$ cat src/rtl/frogger_pkg.sv
// Shared Frogger definitions: tile grid geometry, lane direction, controller
// FSM encodings and the start-column helper used to park cars.
package frogger_pkg;

   localparam int GRID_W    = 14;
   localparam int GRID_H    = 15;
   localparam int TILE_SIZE = 32;
   localparam int COORD_W   = 5;
   localparam int FIRST_ROW = 7;

   typedef enum logic {
      DIR_RIGHT = 1'b0,
      DIR_LEFT  = 1'b1
   } dir_t;

   typedef enum logic [1:0] {
      IDLE   = 2'd0,
      RUN    = 2'd1,
      FREEZE = 2'd2
   } state_t;

   // Start column of car 'car' in lane 'lane': cars evenly spaced, lanes staggered by 3.
   function automatic int start_col(input int lane, input int car, input int gap, input int grid_w);
      return (car * gap + 3 * lane) % grid_w;
   endfunction

endpackage

$ cat src/rtl/lane_ctrl.sv
// One traffic lane: step-period counter with a period latched at every step,
// CARS_PER_LANE car columns that all move together, and combinational
// "car under pixel" / "car under frog" flags built from the registered columns.
module lane_ctrl #(
   parameter int                LANE_IDX      = 0,
   parameter frogger_pkg::dir_t DIR           = frogger_pkg::DIR_RIGHT,
   parameter int                CARS_PER_LANE = 2,
   parameter int                GRID_W        = frogger_pkg::GRID_W,
   parameter int                FIRST_ROW     = frogger_pkg::FIRST_ROW,
   parameter int                COORD_W       = frogger_pkg::COORD_W,
   parameter int                BASE_PERIOD   = 4000000,
   parameter int                PERIOD_STEP   = 300000,
   parameter int                LEVEL_STEP    = 250000,
   parameter int                MIN_PERIOD    = 500000,
   parameter int                CAR_GAP       = 7
) (
   input  logic               clk,
   input  logic               rst_n,
   input  logic               idle_en,
   input  logic               run_en,
   input  logic [3:0]         level,
   input  logic [COORD_W-1:0] col,
   input  logic [COORD_W-1:0] row,
   input  logic [COORD_W-1:0] frog_x,
   input  logic [COORD_W-1:0] frog_y,
   output logic               draw,
   output logic               overlap
);
   import frogger_pkg::*;

   localparam int                 CNT_W    = $clog2(BASE_PERIOD + 1);
   localparam logic [COORD_W-1:0] LANE_ROW = COORD_W'(FIRST_ROW + LANE_IDX);
   localparam logic [COORD_W-1:0] LAST_COL = COORD_W'(GRID_W - 1);

   int                       period_int;
   logic [CNT_W-1:0]         period_next;
   logic [CNT_W-1:0]         period_reg;
   logic [CNT_W-1:0]         cnt_reg;
   logic                     step;
   logic [CARS_PER_LANE-1:0] car_draw;
   logic [CARS_PER_LANE-1:0] car_overlap;

   // Lane period for the current level: signed arithmetic, floored at MIN_PERIOD.
   always_comb begin
      period_int = BASE_PERIOD - LANE_IDX * PERIOD_STEP - int'(level) * LEVEL_STEP;
      if (period_int < MIN_PERIOD) begin
         period_int = MIN_PERIOD;
      end
      period_next = CNT_W'(period_int);
   end

   assign step = run_en && (cnt_reg == period_reg - CNT_W'(1));

   // Step counter; the period is re-latched only on reset, idle and at each step.
   always_ff @(posedge clk) begin
      if (!rst_n || idle_en) begin
         cnt_reg    <= '0;
         period_reg <= period_next;
      end else if (step) begin
         cnt_reg    <= '0;
         period_reg <= period_next;
      end else if (run_en) begin
         cnt_reg <= cnt_reg + CNT_W'(1);
      end
   end

   for (genvar gi = 0; gi < CARS_PER_LANE; gi++) begin : g_car
      localparam logic [COORD_W-1:0] START_X =
         COORD_W'(start_col(LANE_IDX, gi, CAR_GAP, GRID_W));

      logic [COORD_W-1:0] pos_reg;
      logic [COORD_W-1:0] pos_next;

      // Column after one step, wrapping at the grid edge in the lane's direction.
      always_comb begin
         pos_next = pos_reg;
         if (DIR == DIR_RIGHT) begin
            pos_next = (pos_reg == LAST_COL) ? '0 : pos_reg + COORD_W'(1);
         end else begin
            pos_next = (pos_reg == '0) ? LAST_COL : pos_reg - COORD_W'(1);
         end
      end

      // Car column: parked at its start column in reset/idle, advanced on a step.
      always_ff @(posedge clk) begin
         if (!rst_n || idle_en) begin
            pos_reg <= START_X;
         end else if (step) begin
            pos_reg <= pos_next;
         end
      end

      assign car_draw[gi]    = (row == LANE_ROW) && (col == pos_reg);
      assign car_overlap[gi] = (frog_y == LANE_ROW) && (frog_x == pos_reg);
   end

   assign draw    = |car_draw;
   assign overlap = |car_overlap;

endmodule

$ cat src/rtl/lane_obstacle_ctrl.sv
// Multi-lane car controller: game-mode FSM, NUM_LANES lane_ctrl instances with
// alternating direction, registered per-pixel draw flag and a rising-edge
// frog-collision pulse tagged with the lowest overlapping lane.
module lane_obstacle_ctrl #(
   parameter int NUM_LANES     = 5,
   parameter int CARS_PER_LANE = 2,
   parameter int GRID_W        = frogger_pkg::GRID_W,
   parameter int FIRST_ROW     = frogger_pkg::FIRST_ROW,
   parameter int COORD_W       = frogger_pkg::COORD_W,
   parameter int BASE_PERIOD   = 4000000,
   parameter int PERIOD_STEP   = 300000,
   parameter int LEVEL_STEP    = 250000,
   parameter int MIN_PERIOD    = 500000,
   parameter int CAR_GAP       = 7,
   parameter int LANE_W        = (NUM_LANES > 1) ? $clog2(NUM_LANES) : 1
) (
   input  logic               i_Clk,
   input  logic               i_Rst_L,
   input  logic               i_Game_Active,
   input  logic               i_Freeze,
   input  logic [3:0]         i_Level,
   input  logic [COORD_W-1:0] i_Col_Count_Div,
   input  logic [COORD_W-1:0] i_Row_Count_Div,
   input  logic [COORD_W-1:0] i_Frogger_X,
   input  logic [COORD_W-1:0] i_Frogger_Y,
   output logic               o_Draw_Car,
   output logic               o_Hit,
   output logic [LANE_W-1:0]  o_Hit_Lane
);
   import frogger_pkg::*;

   state_t                state_reg;
   state_t                state_next;
   logic                  idle_en;
   logic                  run_en;
   logic [NUM_LANES-1:0]  lane_draw;
   logic [NUM_LANES-1:0]  lane_overlap;
   logic                  overlap;
   logic                  overlap_q_reg;
   logic                  rise;
   logic [LANE_W-1:0]     hit_lane_next;
   logic                  draw_reg;
   logic                  hit_reg;
   logic [LANE_W-1:0]     hit_lane_reg;

   // Game-mode state register.
   always_ff @(posedge i_Clk) begin
      if (!i_Rst_L) begin
         state_reg <= IDLE;
      end else begin
         state_reg <= state_next;
      end
   end

   // Mode transitions: inactive forces IDLE, otherwise freeze selects FREEZE over RUN.
   always_comb begin
      state_next = state_reg;
      case (state_reg)
         IDLE: begin
            if (i_Game_Active) state_next = i_Freeze ? FREEZE : RUN;
         end
         RUN: begin
            if (!i_Game_Active) state_next = IDLE;
            else if (i_Freeze)  state_next = FREEZE;
         end
         FREEZE: begin
            if (!i_Game_Active) state_next = IDLE;
            else if (!i_Freeze) state_next = RUN;
         end
         default: state_next = IDLE;
      endcase
   end

   // Lane controls decode the mode being entered so they act on this edge's inputs.
   always_comb begin
      idle_en = (state_next == IDLE);
      run_en  = (state_next == RUN);
   end

   for (genvar gi = 0; gi < NUM_LANES; gi++) begin : g_lane
      lane_ctrl #(
         .LANE_IDX      (gi),
         .DIR           ((gi % 2 == 0) ? DIR_RIGHT : DIR_LEFT),
         .CARS_PER_LANE (CARS_PER_LANE),
         .GRID_W        (GRID_W),
         .FIRST_ROW     (FIRST_ROW),
         .COORD_W       (COORD_W),
         .BASE_PERIOD   (BASE_PERIOD),
         .PERIOD_STEP   (PERIOD_STEP),
         .LEVEL_STEP    (LEVEL_STEP),
         .MIN_PERIOD    (MIN_PERIOD),
         .CAR_GAP       (CAR_GAP)
      ) u_lane (
         .clk     (i_Clk),
         .rst_n   (i_Rst_L),
         .idle_en (idle_en),
         .run_en  (run_en),
         .level   (i_Level),
         .col     (i_Col_Count_Div),
         .row     (i_Row_Count_Div),
         .frog_x  (i_Frogger_X),
         .frog_y  (i_Frogger_Y),
         .draw    (lane_draw[gi]),
         .overlap (lane_overlap[gi])
      );
   end

   assign overlap = |lane_overlap;
   assign rise    = overlap & ~overlap_q_reg;

   // Lowest-index overlapping lane wins.
   always_comb begin
      hit_lane_next = '0;
      for (int i = NUM_LANES - 1; i >= 0; i--) begin
         if (lane_overlap[i]) hit_lane_next = LANE_W'(i);
      end
   end

   // Registered draw flag and one pulse per overlap episode; no pulses while idle.
   always_ff @(posedge i_Clk) begin
      if (!i_Rst_L) begin
         draw_reg      <= 1'b0;
         hit_reg       <= 1'b0;
         hit_lane_reg  <= '0;
         overlap_q_reg <= 1'b0;
      end else begin
         draw_reg      <= |lane_draw;
         overlap_q_reg <= overlap;
         if (idle_en) begin
            hit_reg <= 1'b0;
         end else begin
            hit_reg <= rise;
            if (rise) hit_lane_reg <= hit_lane_next;
         end
      end
   end

   assign o_Draw_Car = draw_reg;
   assign o_Hit      = hit_reg;
   assign o_Hit_Lane = hit_lane_reg;

endmodule

$ cat config.mk
export PLATFORM = sky130hd
export DESIGN_NAME = lane_obstacle_ctrl
export DESIGN_NICKNAME = d
export VERILOG_FILES = /design/src/rtl/frogger_pkg.sv /design/src/rtl/lane_ctrl.sv /design/src/rtl/lane_obstacle_ctrl.sv
export SDC_FILE = /design/constraint.sdc
export NUM_CORES = 1
export LEC_CHECK = 0
export ABC_AREA = 0
export BUFFER_PORTS_ARGS = -buffer_cell sky130_fd_sc_hd__buf_2
export CAP_MARGIN = 20
export CORE_UTILIZATION = 45
export CTS_CLUSTER_SIZE = 8
export DETAILED_ROUTE_END_ITERATION = 10
export HOLD_SLACK_MARGIN = 0.1
export SLEW_MARGIN = 20
export SYNTH_ARGS = -nofsm -noshare
export SYNTH_HDL_FRONTEND = slang
export SYNTH_SLANG_ARGS = --single-unit
$ cat constraint.sdc
create_clock -name i_Clk -period 6.3 [get_ports i_Clk]
set_input_delay 0 -clock i_Clk [delete_from_list [all_inputs] [get_ports i_Clk]]
set_output_delay 0 -clock i_Clk [all_outputs]
set_load 0.005 [all_outputs]
==> impl_metrics.env, run 1 <==
export IMPL_die_area_um2=41190
export IMPL_syn_avg_cell_area_um2=8.429
export IMPL_row_count=73
export IMPL_yosys_register_bits=258
export IMPL_crit_chain="buf_2, clkinv_1, ha_1, fa_1, inv_1, fa_1, xor2_1, nand2_1, nor2_1, nor3_1, a2111oi_0, a211oi_1, buf_4, nand2b_1"
export IMPL_critPathBufInv=4
export IMPL_met2_usage_pct=37.27
export IMPL_netlist_area_um2=18170
export IMPL_maxSlewHeadroom_pct=28.89
export IMPL_clock_latency_ns=0.52
export IMPL_synth_cells=2156
export IMPL_numCtsBuffers=38
export IMPL_cpPeakStageDelay_ns=0.85
export IMPL_endpoint_kind="flop"
export IMPL_vias_per_cell=5.763
export IMPL_place_gp_congestion=0.9106
export IMPL_wl_per_cell_um=17.49
export IMPL_hp_class="input pin to flop"
export IMPL_min_path_cells=3
export IMPL_cap_violations=0
export IMPL_io_buffers=32
export IMPL_die_h_um=203.0
export IMPL_cp_top_family="adder cells"
export IMPL_rrSetupSlack_ns=1.71
export IMPL_cts_htree_levels=2
export IMPL_rsz0062_at_grt="false"
export IMPL_worstHoldStart="i_Level[1]"
export IMPL_grt_total_usage_pct=22.91
export IMPL_ys_types=86
export IMPL_cts_clk_slew_worst_paths_ns=0.05
export IMPL_dp_cells=2638
export IMPL_grt_busiest_layer="met2"
export IMPL_vias=15600
export IMPL_met3_usage_pct=3.258
export IMPL_slowest_stage="xor2_1"
export IMPL_hold_viol_final=0
export IMPL_grt_pass1_wl_um=76940
export IMPL_async_flop_share_pct=0
export IMPL_finalCritPeriodShare_pct=76.69
export IMPL_cts_setup_buffers=0
export IMPL_dp_hpwl_um=34430
export IMPL_p_leak_nw=6.879
export IMPL_cts_max_path_buffers=3
export IMPL_multi_input_area_um2=11480
export IMPL_drt_pass1_iter_count=5
export IMPL_synth_ff_type="dfxtp_1"
export IMPL_drt_iter0_drc=1134
export IMPL_nets=2248
export IMPL_r2r_cells=10
export IMPL_path_common_cell="fa_1"
export IMPL_drc=0
export IMPL_worstSetupPathType="input pin to flop"
export IMPL_largest_reg_flops=110
export IMPL_skew_ns=0.01069
export IMPL_mostFrequentLayoutCell="nor2_1"
export IMPL_power_mw=6.099
export IMPL_synth_edf_count=90
export IMPL_required_ns=6.54
export IMPL_cts_root_buffer="clkbuf_16"
export IMPL_die_x_um=203.0
export IMPL_seqCellArea_um2=6066
export IMPL_tightest_slew_ns=1.063
export IMPL_synth_nets=2240
export IMPL_gr_usage_met1_pct=31.24
export IMPL_antenna_left=0
export IMPL_fin_tns_setup_ns=0
export IMPL_area_growth_syn_to_layout_pct=9.976
export IMPL_power_density_nw_per_um2=305.1
export IMPL_grt_max_degree=41
export IMPL_yosys_warnings=0
export IMPL_worstPathArrival_ns=5.07
export IMPL_period_needed_ns=4.832
export IMPL_r2r_start="g_lane[4].u_lane.period_reg[4]"
export IMPL_path_max_fanout=19
export IMPL_holdPathEnd="g_lane[0].u_lane.period_reg[13]"
export IMPL_start_kind="input pin"
export IMPL_cp_startpoint="i_Level[1]"
export IMPL_hold_slack_ns=0.1332
export IMPL_fin_cells=2707
export IMPL_seq_area_frac_synth_pct=33.38
export IMPL_peakVddDrop_mv=0.1650
export IMPL_overflow=0
export IMPL_finalMaxSlewViolations=0
export IMPL_fmax_ghz=0.2070
export IMPL_mostFrequentLayoutCells="nor2_1 (267), xnor2_1 (245), dfxtp_1 (168)"
export IMPL_setup_viol=0
export IMPL_nFillCells=3793
export IMPL_clock_sinks=258
export IMPL_core_um2=39820
export IMPL_antenna_found_initial=0
export IMPL_initial_core_util_pct=45.64
export IMPL_drive_above_1_share_pct=7.153
export IMPL_r2r_end="g_lane[4].u_lane.period_reg[13]"
export IMPL_top_level_ports=33
export IMPL_grt_pass1_vias=14780
export IMPL_status="finished clean"
export IMPL_cts_tree="done"
export IMPL_postLayoutCoreUtil_pct=50.19
export IMPL_drt_total_wl_um=47360
[per-layer routing]
| metal | wire [µm] | vias up |
|---|---|---|
| met3 | 2777 | 74 |
| met1 | 21930 | 7412 |
| met2 | 21740 | 436 |
| met5 | 0 | - |
| li1 | - | 7679 |
| met4 | 913 | 0 |
[synth_stat cells (all sizes together), types with 25 or more instances]
master,count,area (µm²)
nor4,34,240.2
nand2,161,604.3
dfxtp,168,3363
nor3,64,320.3
nand2b,35,219.0
clkbuf,81,304.0
and2,28,175.2
nand4,35,219.0
ha,51,638.1
o21ai,82,410.4
or3,31,193.9
xor2,132,1156
and3,35,219.0
edfxtp,90,2703
nor2,268,1006
xnor2,245,2146
a31oi,25,156.4
a21oi,66,330.3
nand3,96,480.5
inv,66,247.7
[worst reg2reg max path, delay by kind of cell (launching register included)]
family                   cells  cell delay, ns
adder cells (fa/ha/maj)      1            0.23
AND/OR/NAND/NOR              6            2.98
flip-flops                   1            0.48
buffers and inverters        2            0.49
AO/OA/AOI/OAI                1            0.10
[cell type report]
class / instances / area share, %
clock buffer: 56 / 5.302
clock inverter: 1 / 0.04382
tap: 525 / 3.287
sequential: 258 / 30.35
antenna: 1 / 0.01252
multi-input combinational: 1730 / 57.42
inverter: 67 / 1.258
timing repair buffer: 69 / 2.329
[cells by family (layout without fill, tap and decap cells)]
logic type | after synthesis | count (layout) | share of synthesized area [%]
compound gates | 359 | 359 | 13.45
xor+xnor | 377 | 377 | 18.17
mux | 19 | 19 | 1.129
fa+ha+maj | 56 | 56 | 4.062
buf+inv | 168 | 193 | 3.559
other cells | 0 | 1 | 0
flops | 258 | 258 | 33.38
simple gates | 919 | 919 | 26.25
[worst max path at each step]
stage                                           end  slack [ns]  depth (start not counted)
global route        g_lane[3].u_lane.period_reg[15]        1.00                         13
global placement    g_lane[3].u_lane.period_reg[15]        1.24                         13
detailed placement  g_lane[3].u_lane.period_reg[15]        0.96                         13
floorplan           g_lane[1].u_lane.period_reg[11]        1.84                         16
CTS                 g_lane[3].u_lane.period_reg[15]        1.50                         13
finish               g_lane[1].u_lane.period_reg[5]        1.47                         14
[repair_timing]
item / 4_1_cts / 5_1_grt
hold buffers: 11 / 0
hold endpoints to repair: 15 / 0
resized for setup: 0 / 0
[power breakdown]
group | leakage (nW) | switching (mW) | internal, mW
clock network | 0.517 | 0.706 | 1.14
registers | 2.28 | 0.318 | 2.06
logic | 4.09 | 1.09 | 0.788
total | 6.88 | 2.11 | 3.99
[through the flow]
step | instance area [µm²] | worst slack, ns
after floorplan | 18170 | 1.842
after global placement | 18800 | 1.242
after detailed placement | 18800 | 0.9564
after CTS | 19980 | 1.498
after global routing | 19980 | 1.003
final | 19990 | 1.468
(Power assumes the default switching activity.)
==> run 2, diff against run 1 <==
--- a/config.mk
+++ b/config.mk
@@ -5,7 +5,7 @@
 export SDC_FILE = /design/constraint.sdc
 export NUM_CORES = 1
 export LEC_CHECK = 0
-export ABC_AREA = 0
+export ABC_AREA = 1
 export BUFFER_PORTS_ARGS = -buffer_cell sky130_fd_sc_hd__buf_2
 export CAP_MARGIN = 20
 export CORE_UTILIZATION = 45
==> constraint.sdc (replaced) <==
create_clock -name i_Clk -period 4.9 [get_ports i_Clk]
set_input_delay 0 -clock i_Clk [delete_from_list [all_inputs] [get_ports i_Clk]]
set_output_delay 0 -clock i_Clk [all_outputs]
set_load 0.005 [all_outputs]
==> impl_metrics.env, run 2 <==
export IMPL_worstPathArrival_ns=4.11
export IMPL_ys_top_cells_by_area="dfxtp_1 (17%), nand2_1 (16%), edfxtp_1 (13%)"
export IMPL_synthTopCellsByCount="nand2_1 (842), nor2_1 (505), inv_1 (363)"
export IMPL_grt_pass1_wl_um=94850
export IMPL_yosys_register_bits=258
export IMPL_cts_clk_slew_worst_paths_ns=0.05
export IMPL_netlist_area_um2=20060
export IMPL_die_x_um=213.1
export IMPL_power_mw=8.610
export IMPL_mostFrequentLayoutCells="nand2_1 (842), nor2_1 (504), inv_1 (363)"
export IMPL_finalCritPeriodShare_pct=75.25
export IMPL_synth_xor_xnor_area_share_pct=10.14
export IMPL_synth_ff_type="dfxtp_1"
export IMPL_nFillCells=4514
export IMPL_maxUsedRoutingLayer="met4"
export IMPL_final_area_um2=21960
export IMPL_wl_per_cell_um=15.96
export IMPL_numCtsBuffers=38
export IMPL_skew_ns=0.01965
export IMPL_yosys_area_share_simple_pct=42.20
export IMPL_num_antenna_cells=0
export IMPL_met2WireLength_um=27110
export IMPL_hold_viol_final=0
export IMPL_vias=19620
export IMPL_yosys_area_top_type="dfxtp_1"
export IMPL_cts_root_buffer="clkbuf_16"
export IMPL_overflow=0
export IMPL_antenna_found_initial=0
export IMPL_fin_ws_ns=1.213
export IMPL_hold_slack_ns=0.1461
export IMPL_clock_sinks=258
export IMPL_core_um2=43550
export IMPL_place_gp_congestion=0.9615
export IMPL_antenna_left=0
export IMPL_syn_avg_cell_area_um2=6.449
export IMPL_drc=0
export IMPL_period_needed_ns=3.687
export IMPL_initial_core_util_pct=46.05
export IMPL_synthAdderAreaFrac_pct=3.681
export IMPL_nets=3231
export IMPL_drt_total_wl_um=59880
export IMPL_placed_area_um2=20690
export IMPL_cts_max_path_buffers=3
export IMPL_drt_pass1_iter_count=6
export IMPL_largest_reg_flops=110
export IMPL_cap_violations=0
export IMPL_drt_met1_wl_um=27990
export IMPL_status="finished clean"
export IMPL_met3WireLength_um=3249
export IMPL_die_h_um=213.1
export IMPL_setup_viol=0
export IMPL_io_buffers=32
export IMPL_tightest_slew_ns=0.8815
export IMPL_required_ns=5.33
export IMPL_dp_hpwl_um=45990
export IMPL_synth_cells=3110
export IMPL_rsz0062_at_grt="false"
export IMPL_area_growth_syn_to_layout_pct=9.477
export IMPL_vias_per_cell=5.228
export IMPL_finalMaxSlewViolations=0
export IMPL_drive_above_1_share_pct=5.303
export IMPL_cts_hold_buf=15
export IMPL_muxShareOfSynthArea_pct=0
export IMPL_p_leak_nw=9.497
export IMPL_cts_htree_levels=2
export IMPL_hp_class="input pin to flop"
export IMPL_synth_top_family_by_area="simple AND/OR/NAND/NOR gates"
export IMPL_cts_setup_buffers=0
export IMPL_ys_types=50
export IMPL_fin_tns_setup_ns=0
export IMPL_top_level_ports=33
export IMPL_grt_max_degree=43
export IMPL_worstSetupPathType="flop to flop"
export IMPL_grt_pass1_vias=18250
export IMPL_seq_area_frac_synth_pct=30.25
export IMPL_endpoint_kind="flop"
export IMPL_synth_nets=3194
export IMPL_fmax_ghz=0.2712
export IMPL_grt_total_usage_pct=26.46
export IMPL_drt_iter0_drc=1511
export IMPL_maxSlewHeadroom_pct=41.03
export IMPL_pre_cts_ws_ns=0.8296
export IMPL_synth_edf_count=90
export IMPL_power_density_nw_per_um2=392.2
export IMPL_synth_compound_area_share_pct=4.985
export IMPL_clock_latency_ns=0.55
export IMPL_path_max_fanout=30
export IMPL_async_flop_share_pct=0
export IMPL_yosys_warnings=0
export IMPL_cts_resized_gates=0
export IMPL_die_area_um2=45420
export IMPL_peakVddDrop_mv=0.2265
export IMPL_synthMostInstantiatedCell="nand2_1"
export IMPL_netlist_area_leader_share_pct=16.77
export IMPL_row_count=76
export IMPL_start_kind="flop"
export IMPL_cts_tree="done"
export IMPL_mostFrequentLayoutCell="nand2_1"
==> run 2: cells by family after synthesis <==
logic type / count (synthesis)
flops: 258
simple gates: 1951
buf+inv: 438
fa+ha+maj: 56
compound gates: 180
xor+xnor: 227
==> run 2: area by class of cell <==
| type | instances | area [µm²] | area share (%) |
|---|---|---|---|
| multi-input cells | 2414 | 12240 | 55.74 |
| flip-flops and latches | 258 | 6066 | 27.63 |
| inverters | 378 | 1424 | 6.485 |
| clock buffers | 61 | 1111 | 5.060 |
| well taps | 585 | 732.0 | 3.334 |
| repair buffers | 57 | 385.4 | 1.755 |
==> run 2: worst paths after layout <==
| check | from | to | slack, ns | depth (start not counted) |
|---|---|---|---|---|
| max | g_lane[3].u_lane.period_reg[4] | g_lane[3].u_lane.cnt_reg[16] | 1.21 | 16 |
| min | i_Frogger_Y[3] | o_Hit_Lane[1] | 0.15 | 8 |
| max reg2reg | g_lane[3].u_lane.period_reg[4] | g_lane[3].u_lane.cnt_reg[16] | 1.21 | 16 |
| min reg2reg | overlap_q_reg | o_Hit | 0.44 | 1 |
==> run 2: power breakdown <==
| part | leakage [nW] | switching [mW] | internal, mW |
|---|---|---|---|
| Sequential | 2.27 | 0.309 | 2.66 |
| Clock | 0.535 | 0.983 | 1.53 |
| Combinational | 6.69 | 2.15 | 0.973 |
| Total | 9.50 | 3.45 | 5.16 |
==> run 2: stage by stage <==
step	instances	utilization, %
after global placement	3677	47.52
after floorplan	3110	-
after global routing	3753	50.41
final	3753	50.41
after CTS	3753	50.41
after detailed placement	3677	47.52
==> run 2: critical path, cell delays in order, from the launching register on <==
cell and delay (ns):
edfxtp_1 0.42, clkinv_1 0.20, ha_1 0.23, inv_1 0.05, nor2_1 0.12, nand2_1 0.14, nor2_4 0.20, nand2_1 0.10
nand3_1 0.10, nand2_1 0.06, inv_1 0.07, nand2_1 0.05, nor2_1 0.46, nand3_2 0.34, nand2_2 0.65, buf_4 0.30
nor2_1 0.06
==> run 2: per-layer routing <==
| layer | global-route usage, % | vias up |
|---|---|---|
| met2 | 43.81 | 503 |
| met4 | 8.112 | 0 |
| met3 | 4.354 | 104 |
| met1 | 35.08 | 8949 |
| met5 | 0 | - |
| li1 | - | 10070 |
==> run 3, diff against run 2 <==
==> constraint.sdc (replaced) <==
create_clock -name i_Clk -period 3.8 [get_ports i_Clk]
set_input_delay 0 -clock i_Clk [delete_from_list [all_inputs] [get_ports i_Clk]]
set_output_delay 0 -clock i_Clk [all_outputs]
set_load 0.005 [all_outputs]
==> impl_metrics.env, run 3 (synthesis results as in run 2) <==
export IMPL_status="finished clean"
export IMPL_io_buffers=32
export IMPL_clock_latency_ns=0.55
export IMPL_die_h_um=213.1
export IMPL_skew_ns=0.01274
export IMPL_cts_tree="done"
export IMPL_peakVddDrop_mv=0.2727
export IMPL_initial_core_util_pct=46.05
export IMPL_overflow=0
export IMPL_nFillCells=4482
export IMPL_fin_ws_ns=0.4278
export IMPL_met2_usage_pct=43.14
export IMPL_grt_max_degree=42
export IMPL_cts_root_buffer="clkbuf_16"
export IMPL_core_um2=43550
export IMPL_cts_resized_gates=0
export IMPL_die_area_um2=45420
export IMPL_place_gp_congestion=0.9782
export IMPL_postLayoutCoreUtil_pct=51.27
export IMPL_drt_total_wl_um=59440
export IMPL_maxSlewHeadroom_pct=35.10
export IMPL_pre_cts_ws_ns=0.1108
export IMPL_antenna_found_initial=0
export IMPL_finalMaxSlewViolations=0
export IMPL_nets=3268
export IMPL_finalCritPeriodShare_pct=88.74
export IMPL_die_x_um=213.1
export IMPL_drive_above_1_share_pct=6.577
export IMPL_wl_per_cell_um=15.67
export IMPL_hp_class="input pin to flop"
export IMPL_area_growth_syn_to_layout_pct=11.33
export IMPL_mostFrequentLayoutCells="nand2_1 (842), nor2_1 (504), inv_1 (363)"
export IMPL_vias=19940
export IMPL_grt_pass1_vias=18400
export IMPL_tightest_slew_ns=0.9725
export IMPL_num_antenna_cells=0
export IMPL_endpoint_kind="flop"
export IMPL_gr_usage_met1_pct=34.56
export IMPL_hold_viol_final=0
export IMPL_cap_violations=0
export IMPL_clock_sinks=258
export IMPL_power_mw=11.27
export IMPL_multi_input_area_um2=12240
export IMPL_top_level_ports=33
export IMPL_largest_reg_flops=110
export IMPL_row_count=76
export IMPL_numCtsBuffers=40
export IMPL_cts_max_path_buffers=3
export IMPL_fin_tns_setup_ns=0
export IMPL_cts_htree_levels=2
export IMPL_cts_clk_slew_worst_paths_ns=0.05
export IMPL_seqCellArea_um2=6066
export IMPL_start_kind="flop"
export IMPL_power_density_nw_per_um2=504.7
export IMPL_required_ns=4.24
export IMPL_dp_hpwl_um=45990
export IMPL_vias_per_cell=5.257
export IMPL_p_leak_nw=9.723
export IMPL_rsz0062_at_grt="false"
export IMPL_period_needed_ns=3.372
export IMPL_met3_usage_pct=4.295
export IMPL_worstSetupPathType="flop to flop"
export IMPL_fmax_ghz=0.2965
export IMPL_grt_total_usage_pct=26.18
export IMPL_drt_iter0_drc=1601
export IMPL_path_max_fanout=28
export IMPL_grt_pass1_wl_um=94640
export IMPL_worstPathArrival_ns=3.81
export IMPL_drc=0
export IMPL_setup_viol=0
export IMPL_antenna_left=0
export IMPL_grt_busiest_layer="met2"
export IMPL_drt_pass1_iter_count=6
export IMPL_mostFrequentLayoutCell="nand2_1"
run 3: stage by stage:
| stage | std cells | cell area (µm²) | hold slack, ns |
|---|---|---|---|
| 2_1_floorplan | 3110 | 20060 | 0.1156 |
| 3_3_place_gp | 3712 | 21000 | 0.2437 |
| 3_5_place_dp | 3712 | 21000 | 0.2514 |
| 4_1_cts | 3793 | 22330 | 0.1190 |
| 5_1_grt | 3793 | 22330 | 0.1742 |
| 6_report | 3793 | 22330 | 0.1490 |
run 3: report_power, final:
part	leakage, nW	switching (mW)	internal (mW)	total, mW
combinational	6.87	2.78	1.32	4.11
clock	0.577	1.28	2.07	3.34
sequential	2.27	0.390	3.43	3.82
total	9.72	4.45	6.82	11.3
run 3: worst paths after layout:
kind | slack (ns) | cells after the start | from | endpoint
max reg2reg | 0.43 | 14 | g_lane[0].u_lane.period_reg[4] | g_lane[0].u_lane.cnt_reg[9]
min | 0.15 | 5 | i_Level[1] | g_lane[4].u_lane.period_reg[13]
max | 0.43 | 14 | g_lane[0].u_lane.period_reg[4] | g_lane[0].u_lane.cnt_reg[9]
min reg2reg | 0.44 | 1 | overlap_q_reg | o_Hit
run 3: routing by layer:
| layer | vias to the layer above | routed length, µm | part of all wire, % |
|---|---|---|---|
| li1 | 10130 | - | - |
| met1 | 9113 | 27510 | 46 |
| met2 | 588 | 26660 | 45 |
| met3 | 113 | 3511 | 5.9 |
| met4 | 0 | 1760 | 3.0 |
| met5 | - | 0 | 0 |
run 3: layout make-up:
| type | instances | area share, % |
|---|---|---|
| clock inverter | 4 | 0.1233 |
| sequential | 258 | 27.17 |
| inverter | 378 | 6.377 |
| tap | 585 | 3.278 |
| multi-input combinational | 2414 | 54.81 |
| timing repair buffer | 92 | 3.071 |
| clock buffer | 62 | 5.172 |
run 3: worst max-delay path, stage by stage (launching register included):
cell and delay (ns):
edfxtp_1 0.46, inv_1 0.17, ha_1 0.28, nand2_1 0.17
nor2_4 0.22, nand4_1 0.14, nand2_1 0.13, nand2_1 0.08
nor2_1 0.11, nand3_1 0.09, nor2_2 0.33, nand2_2 0.18
nand2_2 0.55, buf_4 0.27, nor2_1 0.05
run 3: timing repair:
| item | CTS | global route |
|---|---|---|
| endpoints found under the hold margin | 14 | 0 |
| hold buffers | 15 | 0 |
| endpoints found under the setup margin | 0 | 0 |
| setup buffers | 0 | 0 |
